--- config.mk ---
export PLATFORM = sky130hd
export DESIGN_NAME = multicycle_sequencer_flat
export DESIGN_NICKNAME = d
export VERILOG_FILES = /design/src/rtl/multicycle_sequencer_pkg.sv /design/src/rtl/multicycle_sequencer_if.sv /design/src/rtl/multicycle_sequencer_wait_timer.sv /design/src/rtl/multicycle_sequencer.sv /design/src/flat_wrapper.sv
export SDC_FILE = /design/constraint.sdc
export NUM_CORES = 1
export LEC_CHECK = 0
export BUFFER_PORTS_ARGS = -buffer_cell sky130_fd_sc_hd__buf_2
export CAP_MARGIN = 15
export CELL_PAD_IN_SITES_DETAIL_PLACEMENT = 2
export CELL_PAD_IN_SITES_GLOBAL_PLACEMENT = 2
export CORE_MARGIN = 2
export CORE_UTILIZATION = 30
export CTS_CLUSTER_SIZE = 10
export DETAILED_ROUTE_END_ITERATION = 16
export PLACE_DENSITY = 0.73
export SLEW_MARGIN = 20
export SYNTH_ARGS = -nofsm -noshare
export SYNTH_HDL_FRONTEND = slang
export SYNTH_SLANG_ARGS = --single-unit
--- constraint.sdc ---
create_clock -name CLOCK -period 3.3 [get_ports CLOCK]
set_input_delay 0.33 -clock CLOCK [delete_from_list [all_inputs] [get_ports CLOCK]]
set_output_delay 0.33 -clock CLOCK [all_outputs]
set_load 0.005 [all_outputs]
--- src/rtl/multicycle_sequencer_pkg.sv ---
// Shared types and constants for the multicycle control sequencer.
package seq_pkg;

  // Wait-counter width used by the memory timeout timer
  localparam int unsigned WAIT_W = 8;

  // Registered FSM state; the encoding is visible on the debug state port
  typedef enum logic [2:0] {
    ST_IDLE   = 3'd0,
    ST_FETCH  = 3'd1,
    ST_DECODE = 3'd2,
    ST_EXEC   = 3'd3,
    ST_MEM    = 3'd4,
    ST_WB     = 3'd5,
    ST_HALT   = 3'd6,
    ST_ERR    = 3'd7
  } state_t;

  // Single-step pause shares the IDLE code; a separate idle flag tells them apart
  localparam state_t ST_PAUSE = ST_IDLE;

  // Opcodes that change the instruction flow
  localparam logic [3:0] OP_LW   = 4'h8;
  localparam logic [3:0] OP_SW   = 4'hB;
  localparam logic [3:0] OP_HALT = 4'hF;

  // True for opcodes that need a data-memory access
  function automatic logic is_mem_op(input logic [3:0] op);
    return (op == OP_LW) || (op == OP_SW);
  endfunction

endpackage

--- src/rtl/multicycle_sequencer_if.sv ---
// Control/handshake bundle between the sequencer (master) and datapath/memory (slave).
interface multicycle_sequencer_if #(
  parameter int unsigned CNT_W = 16
);
  logic [3:0]       opcode;
  logic             mem_ready;
  logic             pc_en;
  logic             ir_load;
  logic             reg_we;
  logic             mem_req;
  logic             mem_we;
  logic             mem_sel;
  logic             halted;
  logic             err;
  logic [2:0]       state;
  logic [CNT_W-1:0] retired;

  modport master (
    input  opcode, mem_ready,
    output pc_en, ir_load, reg_we, mem_req, mem_we, mem_sel,
    output halted, err, state, retired
  );

  modport slave (
    output opcode, mem_ready,
    input  pc_en, ir_load, reg_we, mem_req, mem_we, mem_sel,
    input  halted, err, state, retired
  );
endinterface

--- src/rtl/multicycle_sequencer_wait_timer.sv ---
// Memory wait timer shared by FETCH and MEM; flags the cycle whose wait reaches MEM_TIMEOUT.
module seq_wait_timer
  import seq_pkg::*;
#(
  parameter int unsigned MEM_TIMEOUT = 15
) (
  input  logic clk,
  input  logic rst,
  input  logic clear,
  input  logic en,
  output logic expired
);

  localparam logic [WAIT_W-1:0] LAST = WAIT_W'(MEM_TIMEOUT - 1);

  logic [WAIT_W-1:0] count_q;

  // Count waiting cycles; clear has priority so a new access always starts from zero
  always_ff @(posedge clk or posedge rst) begin
    if (rst) begin
      count_q <= '0;
    end else if (clear) begin
      count_q <= '0;
    end else if (en) begin
      count_q <= count_q + WAIT_W'(1);
    end
  end

  // This waiting cycle would bring the count to MEM_TIMEOUT
  assign expired = en && (count_q == LAST);

endmodule

--- src/rtl/multicycle_sequencer.sv ---
// Multi-cycle control sequencer: FETCH/DECODE/EXEC/MEM/WB over one shared memory port.
// Optional single-step debug mode is enabled by defining SEQ_SINGLE_STEP_EN.
module multicycle_sequencer
  import seq_pkg::*;
#(
  parameter int unsigned MEM_TIMEOUT = 15,
  parameter int unsigned CNT_W       = 16
) (
  input  logic CLOCK,
  input  logic CLEAR,
`ifdef SEQ_SINGLE_STEP_EN
  input  logic step,
`endif
  multicycle_sequencer_if.master bus
);

  state_t           state_q;
  state_t           state_d;
  logic [CNT_W-1:0] retired_q;
  logic             in_access;
  logic             timer_clear;
  logic             timer_en;
  logic             expired;
  logic             sw_done;
  logic             retire;
  logic             pc_en;
  logic             ir_load;
  logic             reg_we;
  logic             mem_req;
  logic             mem_we;
  logic             mem_sel;
  logic             halted;
  logic             err;

`ifdef SEQ_SINGLE_STEP_EN
  localparam state_t RETIRE_NEXT = ST_PAUSE;
  logic idle_q;
  logic step_q1;
  logic step_q2;
  logic step_rise;

  // Register step and keep its previous value for rising-edge detection
  always_ff @(posedge CLOCK or posedge CLEAR) begin
    if (CLEAR) begin
      step_q1 <= 1'b0;
      step_q2 <= 1'b0;
    end else begin
      step_q1 <= step;
      step_q2 <= step_q1;
    end
  end

  assign step_rise = step_q1 & ~step_q2;

  // Idle flag is only set by reset; code 0 afterwards means PAUSE
  always_ff @(posedge CLOCK or posedge CLEAR) begin
    if (CLEAR) begin
      idle_q <= 1'b1;
    end else begin
      idle_q <= 1'b0;
    end
  end
`else
  localparam state_t RETIRE_NEXT = ST_FETCH;
`endif

  assign in_access   = (state_q == ST_FETCH) || (state_q == ST_MEM);
  assign timer_en    = in_access && !bus.mem_ready;
  assign timer_clear = !in_access || bus.mem_ready;
  assign sw_done     = (state_q == ST_MEM) && bus.mem_ready && (bus.opcode == OP_SW);
  assign retire      = (state_q == ST_WB) || sw_done;

  seq_wait_timer #(
    .MEM_TIMEOUT(MEM_TIMEOUT)
  ) u_wait_timer (
    .clk    (CLOCK),
    .rst    (CLEAR),
    .clear  (timer_clear),
    .en     (timer_en),
    .expired(expired)
  );

  // State register
  always_ff @(posedge CLOCK or posedge CLEAR) begin
    if (CLEAR) begin
      state_q <= ST_IDLE;
    end else begin
      state_q <= state_d;
    end
  end

  // Next-state logic; a ready response wins over a timeout in the same cycle
  always_comb begin
    state_d = state_q;
    case (state_q)
      ST_IDLE: begin
`ifdef SEQ_SINGLE_STEP_EN
        if (idle_q || step_rise) begin
          state_d = ST_FETCH;
        end
`else
        state_d = ST_FETCH;
`endif
      end
      ST_FETCH: begin
        if (bus.mem_ready) begin
          state_d = ST_DECODE;
        end else if (expired) begin
          state_d = ST_ERR;
        end
      end
      ST_DECODE: state_d = ST_EXEC;
      ST_EXEC: begin
        if (bus.opcode == OP_HALT) begin
          state_d = ST_HALT;
        end else if (is_mem_op(bus.opcode)) begin
          state_d = ST_MEM;
        end else begin
          state_d = ST_WB;
        end
      end
      ST_MEM: begin
        if (bus.mem_ready) begin
          state_d = (bus.opcode == OP_SW) ? RETIRE_NEXT : ST_WB;
        end else if (expired) begin
          state_d = ST_ERR;
        end
      end
      ST_WB:   state_d = RETIRE_NEXT;
      ST_HALT: state_d = ST_HALT;
      ST_ERR:  state_d = ST_ERR;
      default: state_d = ST_IDLE;
    endcase
  end

  // Output decode from the registered state; only ir_load and SW completion see mem_ready
  always_comb begin
    pc_en   = 1'b0;
    ir_load = 1'b0;
    reg_we  = 1'b0;
    mem_req = 1'b0;
    mem_we  = 1'b0;
    mem_sel = 1'b0;
    halted  = 1'b0;
    err     = 1'b0;
    case (state_q)
      ST_FETCH: begin
        mem_req = 1'b1;
        ir_load = bus.mem_ready;
      end
      ST_MEM: begin
        mem_req = 1'b1;
        mem_sel = 1'b1;
        mem_we  = (bus.opcode == OP_SW);
        pc_en   = sw_done;
      end
      ST_WB: begin
        reg_we = 1'b1;
        pc_en  = 1'b1;
      end
      ST_HALT: halted = 1'b1;
      ST_ERR:  err    = 1'b1;
      default: ;
    endcase
  end

  // Retired-instruction counter, wraps silently
  always_ff @(posedge CLOCK or posedge CLEAR) begin
    if (CLEAR) begin
      retired_q <= '0;
    end else if (retire) begin
      retired_q <= retired_q + CNT_W'(1);
    end
  end

  assign bus.pc_en   = pc_en;
  assign bus.ir_load = ir_load;
  assign bus.reg_we  = reg_we;
  assign bus.mem_req = mem_req;
  assign bus.mem_we  = mem_we;
  assign bus.mem_sel = mem_sel;
  assign bus.halted  = halted;
  assign bus.err     = err;
  assign bus.state   = state_q;
  assign bus.retired = retired_q;

endmodule
--- src/flat_wrapper.sv ---
// flat-port wrapper written by rule: the top's interface ports become plain ports
module multicycle_sequencer_flat import seq_pkg::*;
#(
  parameter int unsigned MEM_TIMEOUT = 15,
  parameter int unsigned CNT_W       = 16
)
  (CLOCK, CLEAR, bus_opcode, bus_mem_ready, bus_pc_en, bus_ir_load, bus_reg_we, bus_mem_req, bus_mem_we, bus_mem_sel, bus_halted, bus_err, bus_state, bus_retired);
  multicycle_sequencer_if #(.CNT_W(CNT_W)) bus_i ();
  input  logic CLOCK;
  input  logic CLEAR;
  input wire logic [$bits(bus_i.opcode)-1:0] bus_opcode;
  input wire logic [$bits(bus_i.mem_ready)-1:0] bus_mem_ready;
  output wire logic [$bits(bus_i.pc_en)-1:0] bus_pc_en;
  output wire logic [$bits(bus_i.ir_load)-1:0] bus_ir_load;
  output wire logic [$bits(bus_i.reg_we)-1:0] bus_reg_we;
  output wire logic [$bits(bus_i.mem_req)-1:0] bus_mem_req;
  output wire logic [$bits(bus_i.mem_we)-1:0] bus_mem_we;
  output wire logic [$bits(bus_i.mem_sel)-1:0] bus_mem_sel;
  output wire logic [$bits(bus_i.halted)-1:0] bus_halted;
  output wire logic [$bits(bus_i.err)-1:0] bus_err;
  output wire logic [$bits(bus_i.state)-1:0] bus_state;
  output wire logic [$bits(bus_i.retired)-1:0] bus_retired;
  assign bus_i.opcode = bus_opcode;
  assign bus_i.mem_ready = bus_mem_ready;
  assign bus_pc_en = bus_i.pc_en;
  assign bus_ir_load = bus_i.ir_load;
  assign bus_reg_we = bus_i.reg_we;
  assign bus_mem_req = bus_i.mem_req;
  assign bus_mem_we = bus_i.mem_we;
  assign bus_mem_sel = bus_i.mem_sel;
  assign bus_halted = bus_i.halted;
  assign bus_err = bus_i.err;
  assign bus_state = bus_i.state;
  assign bus_retired = bus_i.retired;
  multicycle_sequencer #(.MEM_TIMEOUT(MEM_TIMEOUT), .CNT_W(CNT_W)) u_core (.CLOCK(CLOCK), .CLEAR(CLEAR), .bus(bus_i));
endmodule
==> flow_summary.json <==
{
  "critPathKind": "register to register",
  "drtAntennaViolNets": 0,
  "n_antenna_cell": 0,
  "fin_crit_sh_pct": 57.8,
  "end_kind": "register",
  "grt_pass1_wl_um": 6380,
  "core_region_area_mm2": 0.00472,
  "h-tree-depth": 1,
  "post-dp-hpwl_um": 2920,
  "dr.first_iter.drc_count": 66,
  "clk_path_buf_depth": 2,
  "cts_setup_buffers": 0,
  "tns_ns": 0,
  "ctsHoldBuffers": 0,
  "cp_slowest_stage_delay_ns": 0.63,
  "fillCellCount": 536,
  "cts_tree": "built",
  "maxCapViolations": 0,
  "area_growth_pct": 18.4,
  "globalplace.congestion": 0.741,
  "fmax_mhz": 524,
  "ys_types": 33,
  "drcViolationCount": 0,
  "port_buffers": 33,
  "synth_nets": 149,
  "cts.sinks": 27,
  "switchingPower_uw": 117,
  "clock-root-buffer": "clkbuf_8",
  "hold_path_class": "input pin to async pin",
  "cts_made_buffers": 3,
  "path_clk_slew_ns": 0.10,
  "grt_pass1_vias": 1264,
  "place_ws_ns": 1.38,
  "worst_pin_slew_ns": 0.767,
  "critPathBufInv": 0,
  "crit_slowest_cell": "o21ai_2",
  "p_int_uw": 420,
  "routed_wl_um": 3700,
  "postSynthAreaPerCell_um2": 10.6,
  "cts_resized": 0,
  "die_y_um": 73.9,
  "num_vias": 1133,
  "yosys_warnings": 0,
  "grt_overflow": 0,
  "cp-start-kind": "register",
  "num_rows": 25,
  "synth-async-reset-ratio_pct": 100,
  "power.density_mw_per_mm2": 309,
  "finalSetupViolCount": 0,
  "wl_per_cell_um": 15.5,
  "via_per_inst": 4.74,
  "drive_gt1_share_pct": 30.2,
  "synth_edf_count": 0,
  "run_status": "finished, final reports clean",
  "fin_nets": 183,
  "ys_seq_area_share_pct": 46.0,
  "cp.required_ns": 3.47,
  "rsz0062_at_grt": "false",
  "period_needed_ns": 1.91,
  "clockPowerShare_pct": 34.9,
  "leakagePower_nw": 0.845,
  "sw_frac_of_total_pct": 21.7,
  "fin_skew_ns": 0.0100,
  "grt_max_degree": 28,
  "ys.flop_type": "dfrtp_1",
  "seqPwrFrac_pct": 61.5,
  "clk_latency_ns": 0.27,
  "cpLargestDelayFamily": "compound AO/OA/AOI/OAI gates",
  "setup_slack_ns": 1.39,
  "grt_antenna_before_repair": 0,
  "ios": 34,
  "path_cells": "nand4b_1 > o21ai_2 > nand4_1 > xnor2_1",
  "synth_area_mm2": 0.00147,
  "start_util_pct": 31.1,
  "die_w_um": 73.9,
  "die-area_mm2": 0.00547,
  "comb_power_share_pct": 3.5,
  "ir_worst_vdd_uv": 144,
  "crit_fanout": 15,
  "track_usage_pct": 15.0,
  "slew_viol_final": 0,
  "cp_data_arrival_time_ns": 2.08,
  "relSlewSlack_pct": 48.8,
  "whs_ns": 0.102,
  "syn_inst": 139,
  "ys_seq_elements": 27,
  "hold_viol": 0,
  "drtPass1Iterations": 4
}
==> synth_stat cells (all sizes together) (4+ instances only) <==
master	count	area share (%)
and3	7	3.0
nor3	5	2.0
nand2	9	2.3
nor2	16	4.1
inv	8	2.0
nand4	8	5.5
nand3	11	5.8
o21ai	4	1.6
dfrtp	27	46
xnor2	16	11
xor2	5	3.0
==> flip-flops by register name, summed over array words and instances (netlist names) <==
register and cells:
u_core.u_wait_timer.count_q 8, u_core.bus.retired 16, u_core.bus.state 3
==> power by group through the flow <==
stage                     Combinational (mW)  Sequential [mW]  Clock (mW)
final                                 0.0190            0.331       0.188
after global routing                  0.0222            0.331       0.211
after CTS                             0.0198            0.331       0.201
after detailed placement              0.0198            0.337           0
after global placement                0.0184            0.337           0
after floorplan                      0.00933            0.337           0
==> area by class of cell <==
type / instances / area, um2 / area share [%]
clock buffer: 3 / 41.3 / 2.38
clock inverter: 1 / 5.00 / 0.288
inverter: 8 / 30.0 / 1.73
multi-input combinational: 100 / 737 / 42.4
timing repair buffer: 33 / 165 / 9.50
sequential: 27 / 676 / 38.9
tap: 67 / 83.8 / 4.82
==> through the flow <==
stage / utilization [%] / instance area (um2) / power [mW] / std cells
6_report: 36.8 / 1740 / 0.537 / 239
5_1_grt: 36.8 / 1740 / 0.564 / 239
4_1_cts: 36.8 / 1740 / 0.551 / 239
3_5_place_dp: 35.8 / 1690 / 0.357 / 235
3_3_place_gp: 35.8 / 1690 / 0.356 / 235
2_1_floorplan: - / 1470 / 0.346 / 139
==> per-layer routing <==
layer / global-route usage, % / vias up / share of wire (%)
met5: 0 / - / 0
met4: 2.42 / 0 / 0.46
met3: 2.98 / 2 / 2.9
li1: - / 547 / -
met2: 28.1 / 12 / 57
met1: 18.1 / 572 / 40
==> cell families (layout without fill, tap and decap cells) <==
| logic type | after synthesis | count (layout) | synth area share (%) |
|---|---|---|---|
| AND/OR/NAND/NOR | 63 | 63 | 27.5 |
| flip-flops | 27 | 27 | 46.0 |
| XOR/XNOR | 21 | 21 | 13.6 |
| AO/OA/AOI/OAI | 12 | 12 | 5.80 |
| buffers and inverters | 12 | 45 | 3.75 |
| adder cells (fa/ha/maj) | 3 | 3 | 2.56 |
| multiplexers | 1 | 1 | 0.767 |
==> worst reg2reg max path: stages (launching register included) <==
cell and delay (ns):
dfrtp_1 0.54, nand4b_1 0.26, o21ai_2 0.63, nand4_1 0.20, xnor2_1 0.17
==> placed cells by master, fill, tap and decap left out, types with 2 or more instances in the layout <==
| master | count |
|---|---|
| nand2b_1 | 2 |
| ha_1 | 3 |
| xnor2_2 | 2 |
| nand3_1 | 5 |
| nor2_1 | 16 |
| buf_2 | 33 |
| nand4b_1 | 2 |
| nand4_4 | 2 |
| xnor2_1 | 14 |
| and3_1 | 7 |
| nand4_1 | 6 |
| dfrtp_1 | 27 |
| a21oi_1 | 2 |
| xor2_1 | 5 |
| nand2_1 | 9 |
| clkbuf_8 | 3 |
| o21ai_0 | 3 |
| nor3_1 | 4 |
| inv_1 | 7 |
| nand3_2 | 6 |
==> path summary, 6_finish.rpt <==
check | from | endpoint | slack [ns] | cells past startpoint
max | u_core.bus.state[1]$_DFF_PP0_ | u_core.bus.retired[15]$_DFFE_PP0P_ | 1.39 | 4
min | CLEAR | u_core.bus.retired[6]$_DFFE_PP0P_ | 0.10 | 2
max reg2reg | u_core.bus.state[1]$_DFF_PP0_ | u_core.bus.retired[15]$_DFFE_PP0P_ | 1.39 | 4
min reg2reg | u_core.u_wait_timer.count_q[0]$_DFF_PP0_ | u_core.u_wait_timer.count_q[0]$_DFF_PP0_ | 0.49 | 1
max in group asynchronous | CLEAR | u_core.bus.state[2]$_DFF_PP0_ | 2.81 | 2
min in group CLOCK | bus_mem_ready | u_core.bus.state[0]$_DFF_PP0_ | 0.44 | 3
Note: power is estimated with default switching activity, not from simulation.
